## config.mk

```make
export PLATFORM = sky130hd
export DESIGN_NAME = sub_result_stage_flat
export DESIGN_NICKNAME = d
export VERILOG_FILES = /design/src/rtl/alu_pkg.sv /design/src/rtl/sub_result_stage_if.sv /design/src/rtl/skid_buffer.sv /design/src/rtl/sub_result_stage.sv /design/src/flat_wrapper.sv
export SDC_FILE = /design/constraint.sdc
export NUM_CORES = 1
export LEC_CHECK = 0
export CAP_MARGIN = 40
export CORE_MARGIN = 2
export CORE_UTILIZATION = 44
export DETAILED_ROUTE_END_ITERATION = 10
export PLACE_DENSITY = 0.71
export SLEW_MARGIN = 20
export SYNTH_ARGS = -nofsm -noshare
export SYNTH_HDL_FRONTEND = slang
export SYNTH_SLANG_ARGS = --single-unit
```

## constraint.sdc

```tcl
create_clock -name clk -period 1.95 [get_ports clk]
set_clock_uncertainty 0.15 [all_clocks]
set_input_delay 0.4875 -clock clk [delete_from_list [all_inputs] [get_ports clk]]
set_output_delay 0.4875 -clock clk [all_outputs]
set_load 0.03 [all_outputs]
```

## src/rtl/alu_pkg.sv

```systemverilog
// Shared types for the ALU result path: status flag layout and the
// state encoding of the 2-entry skid buffer that carries result beats.
package alu_pkg;

  // Status flags travel as one packed nibble {V,N,Z,S}; v is the MSB.
  typedef struct packed {
    logic v;  // signed overflow reported by the subtractor
    logic n;  // MSB of the truncated difference
    logic z;  // truncated difference is zero
    logic s;  // true sign, taken from the extra result bit
  } flags_t;

  // Bit positions of each flag inside the packed nibble.
  localparam int FLAG_V = 3;
  localparam int FLAG_N = 2;
  localparam int FLAG_Z = 1;
  localparam int FLAG_S = 0;

  // Occupancy of the skid buffer.
  typedef enum logic [1:0] {
    SK_EMPTY = 2'd0,  // nothing held
    SK_ONE   = 2'd1,  // main register holds the output beat
    SK_FULL  = 2'd2   // main and skid registers both hold beats
  } skid_state_t;

endpackage

```

## src/rtl/sub_result_stage_if.sv

```systemverilog
// Result-path bus between the subtractor, this stage and the ALU result bus.
//
// Handshake: on both channels a beat transfers on a rising clock edge where
// valid && ready. The producer holds valid and its data stable until the
// transfer; ready may toggle freely and never depends combinationally on
// valid. in_* is the upstream channel, out_* the downstream channel.
interface sub_result_stage_if #(
  parameter int SIZE = 8
);
  logic            in_valid;
  logic            in_ready;
  logic [SIZE:0]   in_result;
  logic            in_overflow;
  logic            out_valid;
  logic            out_ready;
  logic [SIZE-1:0] out_result;
  logic [3:0]      out_flags;

  // Environment side: drives the subtractor result and the consumer ready.
  modport master (
    output in_valid, in_result, in_overflow, out_ready,
    input  in_ready, out_valid, out_result, out_flags
  );

  // Stage side.
  modport slave (
    input  in_valid, in_result, in_overflow, out_ready,
    output in_ready, out_valid, out_result, out_flags
  );
endinterface

```

## src/rtl/skid_buffer.sv

```systemverilog
// Generic 2-entry valid/ready buffer. in_ready and out_valid both come
// straight from registers, so there is no combinational path from
// out_ready to in_ready. Data is FIFO ordered and out_data is held stable
// while out_valid && !out_ready.
module skid_buffer
  import alu_pkg::*;
#(
  parameter int WIDTH = 12
) (
  input  logic             clk,
  input  logic             rst_n,
  input  logic             in_valid,
  output logic             in_ready,
  input  logic [WIDTH-1:0] in_data,
  output logic             out_valid,
  input  logic             out_ready,
  output logic [WIDTH-1:0] out_data,
  output skid_state_t      state
);

  skid_state_t      state_r;
  logic [WIDTH-1:0] main_r;
  logic [WIDTH-1:0] skid_r;
  logic             in_ready_r;
  logic             out_valid_r;
  logic             accept;
  logic             emit;

  assign accept = in_valid && in_ready_r;
  assign emit   = out_valid_r && out_ready;

  // Occupancy FSM; ready/valid are registered alongside the state.
  always_ff @(posedge clk or negedge rst_n) begin
    if (!rst_n) begin
      state_r     <= SK_EMPTY;
      main_r      <= '0;
      skid_r      <= '0;
      in_ready_r  <= 1'b1;
      out_valid_r <= 1'b0;
    end else begin
      case (state_r)
        SK_EMPTY: begin
          if (accept) begin
            main_r      <= in_data;
            out_valid_r <= 1'b1;
            state_r     <= SK_ONE;
          end
        end
        SK_ONE: begin
          if (accept && !emit) begin
            // Consumer stalled: park the new beat behind the held one.
            skid_r     <= in_data;
            in_ready_r <= 1'b0;
            state_r    <= SK_FULL;
          end else if (!accept && emit) begin
            out_valid_r <= 1'b0;
            state_r     <= SK_EMPTY;
          end else if (accept && emit) begin
            // Streaming at full rate: replace the beat just taken.
            main_r <= in_data;
          end
        end
        SK_FULL: begin
          // in_ready is low here, so only an emit can change anything.
          if (emit) begin
            main_r     <= skid_r;
            in_ready_r <= 1'b1;
            state_r    <= SK_ONE;
          end
        end
        default: begin
          state_r     <= SK_EMPTY;
          in_ready_r  <= 1'b1;
          out_valid_r <= 1'b0;
        end
      endcase
    end
  end

  assign in_ready  = in_ready_r;
  assign out_valid = out_valid_r;
  assign out_data  = main_r;
  assign state     = state_r;

endmodule

```

## src/rtl/sub_result_stage.sv

```systemverilog
// Registered output stage behind the combinational subtractor. Derives
// {V,N,Z,S} from the sign-extended difference, buffers flags and the
// truncated difference through a skid buffer, and keeps a sticky overflow
// flag plus a saturating count of accepted overflow beats.
module sub_result_stage
  import alu_pkg::*;
#(
  parameter int SIZE      = 8,
  parameter int OVF_CNT_W = 4
) (
  input  logic                 clk,
  input  logic                 rst_n,
  sub_result_stage_if.slave    bus,
  input  logic                 clr_sticky,
  output logic                 sticky_ovf,
  output logic [OVF_CNT_W-1:0] ovf_count,
  output skid_state_t          skid_state
);

  localparam int WIDTH = $bits(flags_t) + SIZE;
  localparam logic [OVF_CNT_W-1:0] CNT_MAX = {OVF_CNT_W{1'b1}};
  localparam logic [OVF_CNT_W-1:0] CNT_ONE = {{(OVF_CNT_W-1){1'b0}}, 1'b1};

  flags_t           in_flags;
  flags_t           out_flags_s;
  logic [WIDTH-1:0] in_data;
  logic [WIDTH-1:0] out_data;
  logic             in_ready_s;
  logic             out_valid_s;
  logic             ovf_accept;

  // Flags come from the incoming result so they register with the data.
  always_comb begin
    in_flags   = '0;
    in_flags.v = bus.in_overflow;
    in_flags.n = bus.in_result[SIZE-1];
    in_flags.z = (bus.in_result[SIZE-1:0] == '0);
    in_flags.s = bus.in_result[SIZE];
  end

  assign in_data = {in_flags, bus.in_result[SIZE-1:0]};

  skid_buffer #(
    .WIDTH (WIDTH)
  ) u_skid (
    .clk       (clk),
    .rst_n     (rst_n),
    .in_valid  (bus.in_valid),
    .in_ready  (in_ready_s),
    .in_data   (in_data),
    .out_valid (out_valid_s),
    .out_ready (bus.out_ready),
    .out_data  (out_data),
    .state     (skid_state)
  );

  assign out_flags_s    = flags_t'(out_data[WIDTH-1:SIZE]);
  assign bus.in_ready   = in_ready_s;
  assign bus.out_valid  = out_valid_s;
  assign bus.out_result = out_data[SIZE-1:0];
  assign bus.out_flags  = {out_flags_s.v, out_flags_s.n, out_flags_s.z, out_flags_s.s};

  // Overflow bookkeeping counts accepted beats, not emitted ones.
  assign ovf_accept = bus.in_valid && in_ready_s && bus.in_overflow;

  // Sticky flag and saturating counter; a same-cycle overflow accept beats a clear.
  always_ff @(posedge clk or negedge rst_n) begin
    if (!rst_n) begin
      sticky_ovf <= 1'b0;
      ovf_count  <= '0;
    end else if (ovf_accept) begin
      sticky_ovf <= 1'b1;
      if (clr_sticky) begin
        ovf_count <= CNT_ONE;
      end else if (ovf_count != CNT_MAX) begin
        ovf_count <= ovf_count + CNT_ONE;
      end
    end else if (clr_sticky) begin
      sticky_ovf <= 1'b0;
      ovf_count  <= '0;
    end
  end

endmodule

```

## src/flat_wrapper.sv

```systemverilog
// flat-port wrapper written by rule: the top's interface ports become plain ports
module sub_result_stage_flat import alu_pkg::*;
#(
  parameter int SIZE      = 8,
  parameter int OVF_CNT_W = 4
)
  (clk, rst_n, clr_sticky, sticky_ovf, ovf_count, skid_state, bus_in_valid, bus_in_result, bus_in_overflow, bus_out_ready, bus_in_ready, bus_out_valid, bus_out_result, bus_out_flags);
  sub_result_stage_if #(.SIZE(SIZE)) bus_i ();
  input  logic clk;
  input  logic rst_n;
  input  logic clr_sticky;
  output logic sticky_ovf;
  output logic [OVF_CNT_W-1:0] ovf_count;
  output skid_state_t skid_state;
  input wire logic [$bits(bus_i.in_valid)-1:0] bus_in_valid;
  input wire logic [$bits(bus_i.in_result)-1:0] bus_in_result;
  input wire logic [$bits(bus_i.in_overflow)-1:0] bus_in_overflow;
  input wire logic [$bits(bus_i.out_ready)-1:0] bus_out_ready;
  output wire logic [$bits(bus_i.in_ready)-1:0] bus_in_ready;
  output wire logic [$bits(bus_i.out_valid)-1:0] bus_out_valid;
  output wire logic [$bits(bus_i.out_result)-1:0] bus_out_result;
  output wire logic [$bits(bus_i.out_flags)-1:0] bus_out_flags;
  assign bus_i.in_valid = bus_in_valid;
  assign bus_i.in_result = bus_in_result;
  assign bus_i.in_overflow = bus_in_overflow;
  assign bus_i.out_ready = bus_out_ready;
  assign bus_in_ready = bus_i.in_ready;
  assign bus_out_valid = bus_i.out_valid;
  assign bus_out_result = bus_i.out_result;
  assign bus_out_flags = bus_i.out_flags;
  sub_result_stage #(.SIZE(SIZE), .OVF_CNT_W(OVF_CNT_W)) u_core (.clk(clk), .rst_n(rst_n), .bus(bus_i), .clr_sticky(clr_sticky), .sticky_ovf(sticky_ovf), .ovf_count(ovf_count), .skid_state(skid_state));
endmodule
```

==> results.sh, run 1 <==
export IMPL_cts_inserted_buffers=5
export IMPL_status="finished, final reports clean"
export IMPL_tns_ns=0
export IMPL_gp_congestion=0.8766
export IMPL_grt_usage=0.1888
export IMPL_dr_pass1_iters=4
export IMPL_synth_most_common_cell="dfrtp_1"
export IMPL_fill_cells=283
export IMPL_die_h_um=63.02
export IMPL_routed_wl_um=3462
export IMPL_pre_cts_ws_ns=-0.7726
export IMPL_cts_tree="done"
export IMPL_ys_flop_type="dfrtp_1"
export IMPL_fmax_mhz=521.7
export IMPL_setup_viol=0
export IMPL_path_clk_slew_ns=0.11
export IMPL_slowest_stage="dfstp_2"
export IMPL_initialDrtViolationCount=17
export IMPL_period_minus_slack_ns=1.917
export IMPL_max_cap_viol_count=0
export IMPL_syn2layout_area_growth_pct=41.96
export IMPL_vdd_ir_drop_max_uv=395.1
export IMPL_cp_top_family="flip-flops"
export IMPL_grt_pass1_wl_um=5651
export IMPL_vias_per_cell=5.036
export IMPL_clk_latency_ns=0.34
export IMPL_wl_per_cell_um=15.59
export IMPL_htreeDepth=2
export IMPL_grt_max_degree=32
export IMPL_worstMarginPinSlew_ns=0.4085
export IMPL_cp_max_fo=7
export IMPL_vias=1118
export IMPL_crit_path_frequent_cell="nand2_4"
export IMPL_core_area_mm2=0.003337
export IMPL_placed_cells=209
export IMPL_design_area_mm2=0.002176
export IMPL_power_density_mw_per_mm2=575.7
export IMPL_core_rowCount=21
export IMPL_nets=193
export IMPL_cp_cell_sequence="nand2_4, inv_4, ha_4, buf_6, nand2_4, or2_4, buf_8, mux2_4"
export IMPL_dieArea_mm2=0.003972
export IMPL_rsz0062_at_grt="yes"
export IMPL_die_w_um=63.02
export IMPL_cts_hold_buf=0
export IMPL_worst_path_buf_inv=3
export IMPL_synth_area_mm2=0.001533
export IMPL_relSlewSlack=0.7277
export IMPL_gr_total_overflow=0
export IMPL_start_util=0.4593
export IMPL_synth_warnings=0
export IMPL_worst_slack_ns=0.03318
export IMPL_final_max_slew_viol_count=0
export IMPL_grt_pass1_vias=1219
export IMPL_worst_setup_path_end_kind="flip-flop"
export IMPL_cp_num_cells=8
export IMPL_worstHoldPathCells=2
export IMPL_synthDistinctLibCells=31
export IMPL_dpl_cell_area_mm2=0.002022
export IMPL_synth_edf_count=0
export IMPL_cp_start_kind="flip-flop"
export IMPL_reg2reg_depth=8
export IMPL_p_total_mw=1.253
export IMPL_synth_seq_cells=31
export IMPL_hp_class="reg2reg"
export IMPL_drc_errors=0
export IMPL_antenna_found_initial=0
export IMPL_clk_path_buf_depth=2
export IMPL_diodes=0
export IMPL_drtAntennaViolNets=0
export IMPL_synth_area_leaders="dfrtp_1 49%, mux2_2 13%, mux2_4 13%"
export IMPL_ys_seq_area_frac=0.5069
export IMPL_io_pins=36
export IMPL_avgSynthCellArea_um2=13.10
export IMPL_p_leak_nw=1.169
export IMPL_post_dp_hpwl_um=2341
export IMPL_cts_sinks=31
export IMPL_critPathRequiredTime_ns=2.02
export IMPL_ys_top_cells_by_count="30 x dfrtp_1, 18 x mux2_2, 13 x mux2_4"
export IMPL_critPathArrivalTime_ns=1.99
export IMPL_async_flop_share=1.000
export IMPL_critPathMaxStageDelay_ns=0.57
export IMPL_synth_top_area_frac=0.4898
export IMPL_syn_nets=135
export IMPL_period_share=0.9830
export IMPL_hold_violations=0
export IMPL_instances_no_fill=222
export IMPL_syn_inst=117
export IMPL_drive_above_1_share=0.4205
export IMPL_portBuffers=35
export IMPL_critPathKind="reg2reg"
export IMPL_cts_root_buf="clkbuf_4"
export IMPL_yosysTopAreaCell="dfrtp_1"
## final cells by class
cell class | instances | area, um2 | share of cell area
Sequential cell | 31 | 777.0 | 0.3571
Timing Repair Buffer | 57 | 509.2 | 0.2340
Inverter | 5 | 21.27 | 0.009776
Multi-Input combinational cell | 75 | 724.4 | 0.3329
Tap cell | 46 | 57.56 | 0.02645
Clock buffer | 6 | 51.30 | 0.02358
Clock inverter | 2 | 35.03 | 0.01610
## layout by cell type (no fill, tap or decap), types with 2 or more instances in the layout
cell,netlist,layout
nor2_1,5,5
mux2_4,13,16
nand3_1,3,3
o21ai_0,5,5
clkbuf_4,0,5
nand2_4,0,2
buf_4,1,18
nand2_1,6,4
mux2_2,18,15
clkdlybuf4s50_1,0,12
nor4_1,2,2
buf_6,3,4
a21oi_1,5,5
dfrtp_1,30,30
inv_1,5,4
dlygate4sd2_1,0,21
## worst reg2reg max path, cell delays in order (launching register included)
cell     delay [ns]
dfstp_2        0.57
nand2_4        0.06
inv_4          0.06
ha_4           0.13
buf_6          0.10
nand2_4        0.04
or2_4          0.24
buf_8          0.15
mux2_4         0.30
## repair_timing
item | in CTS | in global routing
buffers inserted | 3 | 2
setup endpoints to repair | 42 | 23
gates cloned | 0 | 0
gates resized for setup | 26 | 12
pin swaps | 2 | 6
hold endpoints to repair | 0 | 0
## flip-flops by register name, summed over array words and instances, names as in the netlist
register,cells
u_core.ovf_count,4
u_core.sticky_ovf,1
u_core.u_skid.out_valid,1
u_core.u_skid.state,2
u_core.u_skid.in_ready,1
u_core.u_skid.out_data,11
u_core.u_skid.skid_r,11
## kinds of logic (layout without fill, tap and decap cells)
kind of cell | after synthesis | after routing | synth area share
DFF | 31 | 31 | 0.5069
and+or+nand+nor | 22 | 22 | 0.07185
muxes | 32 | 32 | 0.2661
adders and majority gates | 3 | 3 | 0.02449
AOI/OAI and AO/OA | 17 | 17 | 0.07266
xor gates and xnor gates | 1 | 1 | 0.005715
buffers and inverters | 11 | 70 | 0.05224
## worst paths after layout
path,from,endpoint,slack (ns)
min in group asynchronous,rst_n,u_core.u_skid.state[0],0.39
max reg2reg,u_core.u_skid.in_ready,u_core.u_skid.skid_r[6],0.03
min,u_core.u_skid.skid_r[9],u_core.u_skid.skid_r[9],0.35
min reg2reg,u_core.u_skid.skid_r[9],u_core.u_skid.skid_r[9],0.35
max,u_core.u_skid.in_ready,u_core.u_skid.skid_r[6],0.03
max in group asynchronous,rst_n,u_core.u_skid.in_ready,0.94
## layer usage
layer,track usage,up-vias,part of all wire
met1,0.2301,538,0.44
li1,-,537,-
met4,0.08611,0,0.026
met3,0.06126,7,0.048
met5,0,-,0
met2,0.3032,36,0.49
## power breakdown
part	leakage, nW	internal, mW	total, mW	switching, mW
combinational	0.697	0.0457	0.0817	0.0360
clock	0.0482	0.303	0.528	0.226
sequential	0.424	0.642	0.642	0.0000000000000000219
total	1.17	0.991	1.25	0.262
## through the flow
step                utilization  hold slack, ns
floorplan                     -         0.04191
global placement         0.6059          0.3132
detailed placement       0.6059          0.3258
CTS                      0.6348          0.3524
global route             0.6520          0.3794
finish                   0.6520          0.3528
Note: power is estimated with default switching activity, not from simulation.
==> inputs of run 2 (changes only) <==
- CORE_UTILIZATION: 44 -> 46
- CTS_BUF_LIST: unset -> sky130_fd_sc_hd__clkbuf_4
- PLACE_DENSITY: 0.71 -> 0.74
==> run 2 against run 1 <==
Compared with the run above: fmax grew 0.84%; largest cell class unchanged; global-route usage is essentially flat; cell area down 2.9%; via count shrank 0.81%; critical path depth fell by 1; total power is 12% lower; sequential cell count unchanged; sequential power about the same; sequential share of layout area increased by 1.1 points.
==> results.sh, run 2 (same netlist as run 1, synthesis figures left out) <==
export IMPL_grt_usage=0.1890
export IMPL_grt_pass1_wl_um=5078
export IMPL_die_w_um=61.73
export IMPL_gp_congestion=0.9152
export IMPL_drc_errors=0
export IMPL_critPathArrivalTime_ns=1.96
export IMPL_clk_latency_ns=0.33
export IMPL_ff2ff_setup_slack_ns=0.05
export IMPL_core_area_mm2=0.003103
export IMPL_cp_endpoint="u_core.u_skid.skid_r[6]"
export IMPL_cts_hold_buf=0
export IMPL_post_dp_hpwl_um=2187
export IMPL_cp_num_cells=7
export IMPL_status="finished, final reports clean"
export IMPL_antenna_found_initial=0
export IMPL_cp_startpoint="u_core.u_skid.in_ready"
export IMPL_htreeDepth=2
export IMPL_cts_inserted_buffers=5
export IMPL_critPathMaxStageDelay_ns=0.55
export IMPL_wl_per_cell_um=14.16
export IMPL_rsz0062_at_grt="yes"
export IMPL_syn2layout_area_growth_pct=37.88
export IMPL_cp_top_family="flip-flops"
export IMPL_hp_start="u_core.u_skid.skid_r[9]"
export IMPL_nets=191
export IMPL_holdWs_ns=0.3384
export IMPL_path_clk_slew_ns=0.10
export IMPL_worstMarginPinSlew_ns=0.3066
export IMPL_cp_max_fo=7
export IMPL_cts_root_buf="clkbuf_4"
export IMPL_io_pins=36
export IMPL_cp_start_kind="flip-flop"
export IMPL_relSlewSlack=0.7964
export IMPL_max_cap_viol_count=0
export IMPL_slowest_stage="dfstp_2"
export IMPL_reg2reg_depth=7
export IMPL_drive_above_1_share=0.4138
export IMPL_worst_path_buf_inv=2
export IMPL_worst_setup_path_end_kind="flip-flop"
export IMPL_routed_wl_um=3087
export IMPL_portBuffers=35
export IMPL_final_max_slew_viol_count=0
export IMPL_critPathRequiredTime_ns=2.01
export IMPL_final_cell_mix="30 x dfrtp_1, 21 x dlygate4sd2_1, 18 x mux2_2, 17 x buf_4, 13 x mux2_4"
export IMPL_hold_violations=0
export IMPL_hp_class="reg2reg"
export IMPL_layout_commonest_cell="dfrtp_1"
export IMPL_initialDrtViolationCount=33
export IMPL_dr_pass1_iters=5
export IMPL_core_rowCount=20
export IMPL_clk_path_buf_depth=2
export IMPL_die_h_um=61.73
export IMPL_vias=1109
export IMPL_rr_endpoint="u_core.u_skid.skid_r[6]"
export IMPL_start_util=0.4940
export IMPL_grt_max_degree=22
export IMPL_r2r_start="u_core.u_skid.in_ready"
export IMPL_dieArea_mm2=0.003810
export IMPL_power_density_mw_per_mm2=523.5
export IMPL_vias_per_cell=5.087
export IMPL_cp_cell_sequence="nand2_2, inv_2, ha_4, buf_4, nand2_2, or2_4, mux2_4"
export IMPL_gr_total_overflow=0
export IMPL_grt_pass1_vias=1156
export IMPL_setup_viol=0
export IMPL_fin_util=0.6810
export IMPL_drtAntennaViolNets=0
export IMPL_p_leak_nw=1.113
export IMPL_period_minus_slack_ns=1.901
export IMPL_critPathKind="reg2reg"
export IMPL_cts_tree="done"
export IMPL_vdd_ir_drop_max_uv=391.8
export IMPL_diodes=0
export IMPL_crit_path_frequent_cell="nand2_2"
export IMPL_cts_sinks=31
export IMPL_fmax_mhz=526.1
export IMPL_period_share=0.9748
run 2: cell count changes in the layout (fill, tap and decap cells not counted), sizes merged:
cell    change
buf         -3
bufinv      -1
clkbuf      +1
or2         +1
run 2: worst min-delay path by stage:
stage	end	cells after the start
floorplan	u_core.ovf_count[0]	0
global placement	u_core.u_skid.skid_r[9]	2
detailed placement	u_core.u_skid.skid_r[9]	2
CTS	u_core.u_skid.skid_r[9]	2
global route	u_core.u_skid.state[0]	2
finish	u_core.u_skid.skid_r[9]	2
run 2: stage by stage:
step	total power, mW	TNS [ns]	cell area, um2	cells	setup WS [ns]
4_1_cts	1.120	0	2092	216	0.02938
3_5_place_dp	0.7371	-12.93	2029	205	-0.6904
2_1_floorplan	0.6750	-1.403	1550	117	-0.1013
5_1_grt	1.176	-0.03168	2113	218	-0.008338
6_report	1.106	0	2113	218	0.04911
3_3_place_gp	0.7350	-11.99	2029	205	-0.6421
run 2: tightest hold or removal path, stage by stage (launching register included):
cell and delay [ns]:
dfrtp_1 0.35, nand2_1 0.04, o21ai_0 0.06
run 2: where the power goes:
group | internal (mW) | switching (mW)
Clock | 0.168 | 0.213
Sequential | 0.642 | 0.0000000000000000242
Combinational | 0.0472 | 0.0356
run 2: layer usage:
| metal | routed length, um | GRT usage | vias up |
|---|---|---|---|
| met5 | 0 | 0 | - |
| met4 | 64 | 0.06383 | 0 |
| met3 | 221 | 0.07039 | 7 |
| met2 | 1512 | 0.3233 | 37 |
| met1 | 1289 | 0.2190 | 540 |
| li1 | - | - | 525 |
run 2: final cells by class:
class	count	area (um2)
fill	250	989.7
clock buffer	7	52.55
tap	44	55.05
clock inverter	1	5.005
sequential	31	777.0
multi-input combinational	76	720.7
inverter	5	18.77
timing repair buffer	54	484.2
run 2: timing repair:
action | 4_1_cts | 5_1_grt
hold endpoints to repair | 0 | 0
setup endpoints to repair | 41 | 18
buffers inserted | 4 | 1
resized for setup | 27 | 3
pin swaps | 1 | 2
cloned | 0 | 1
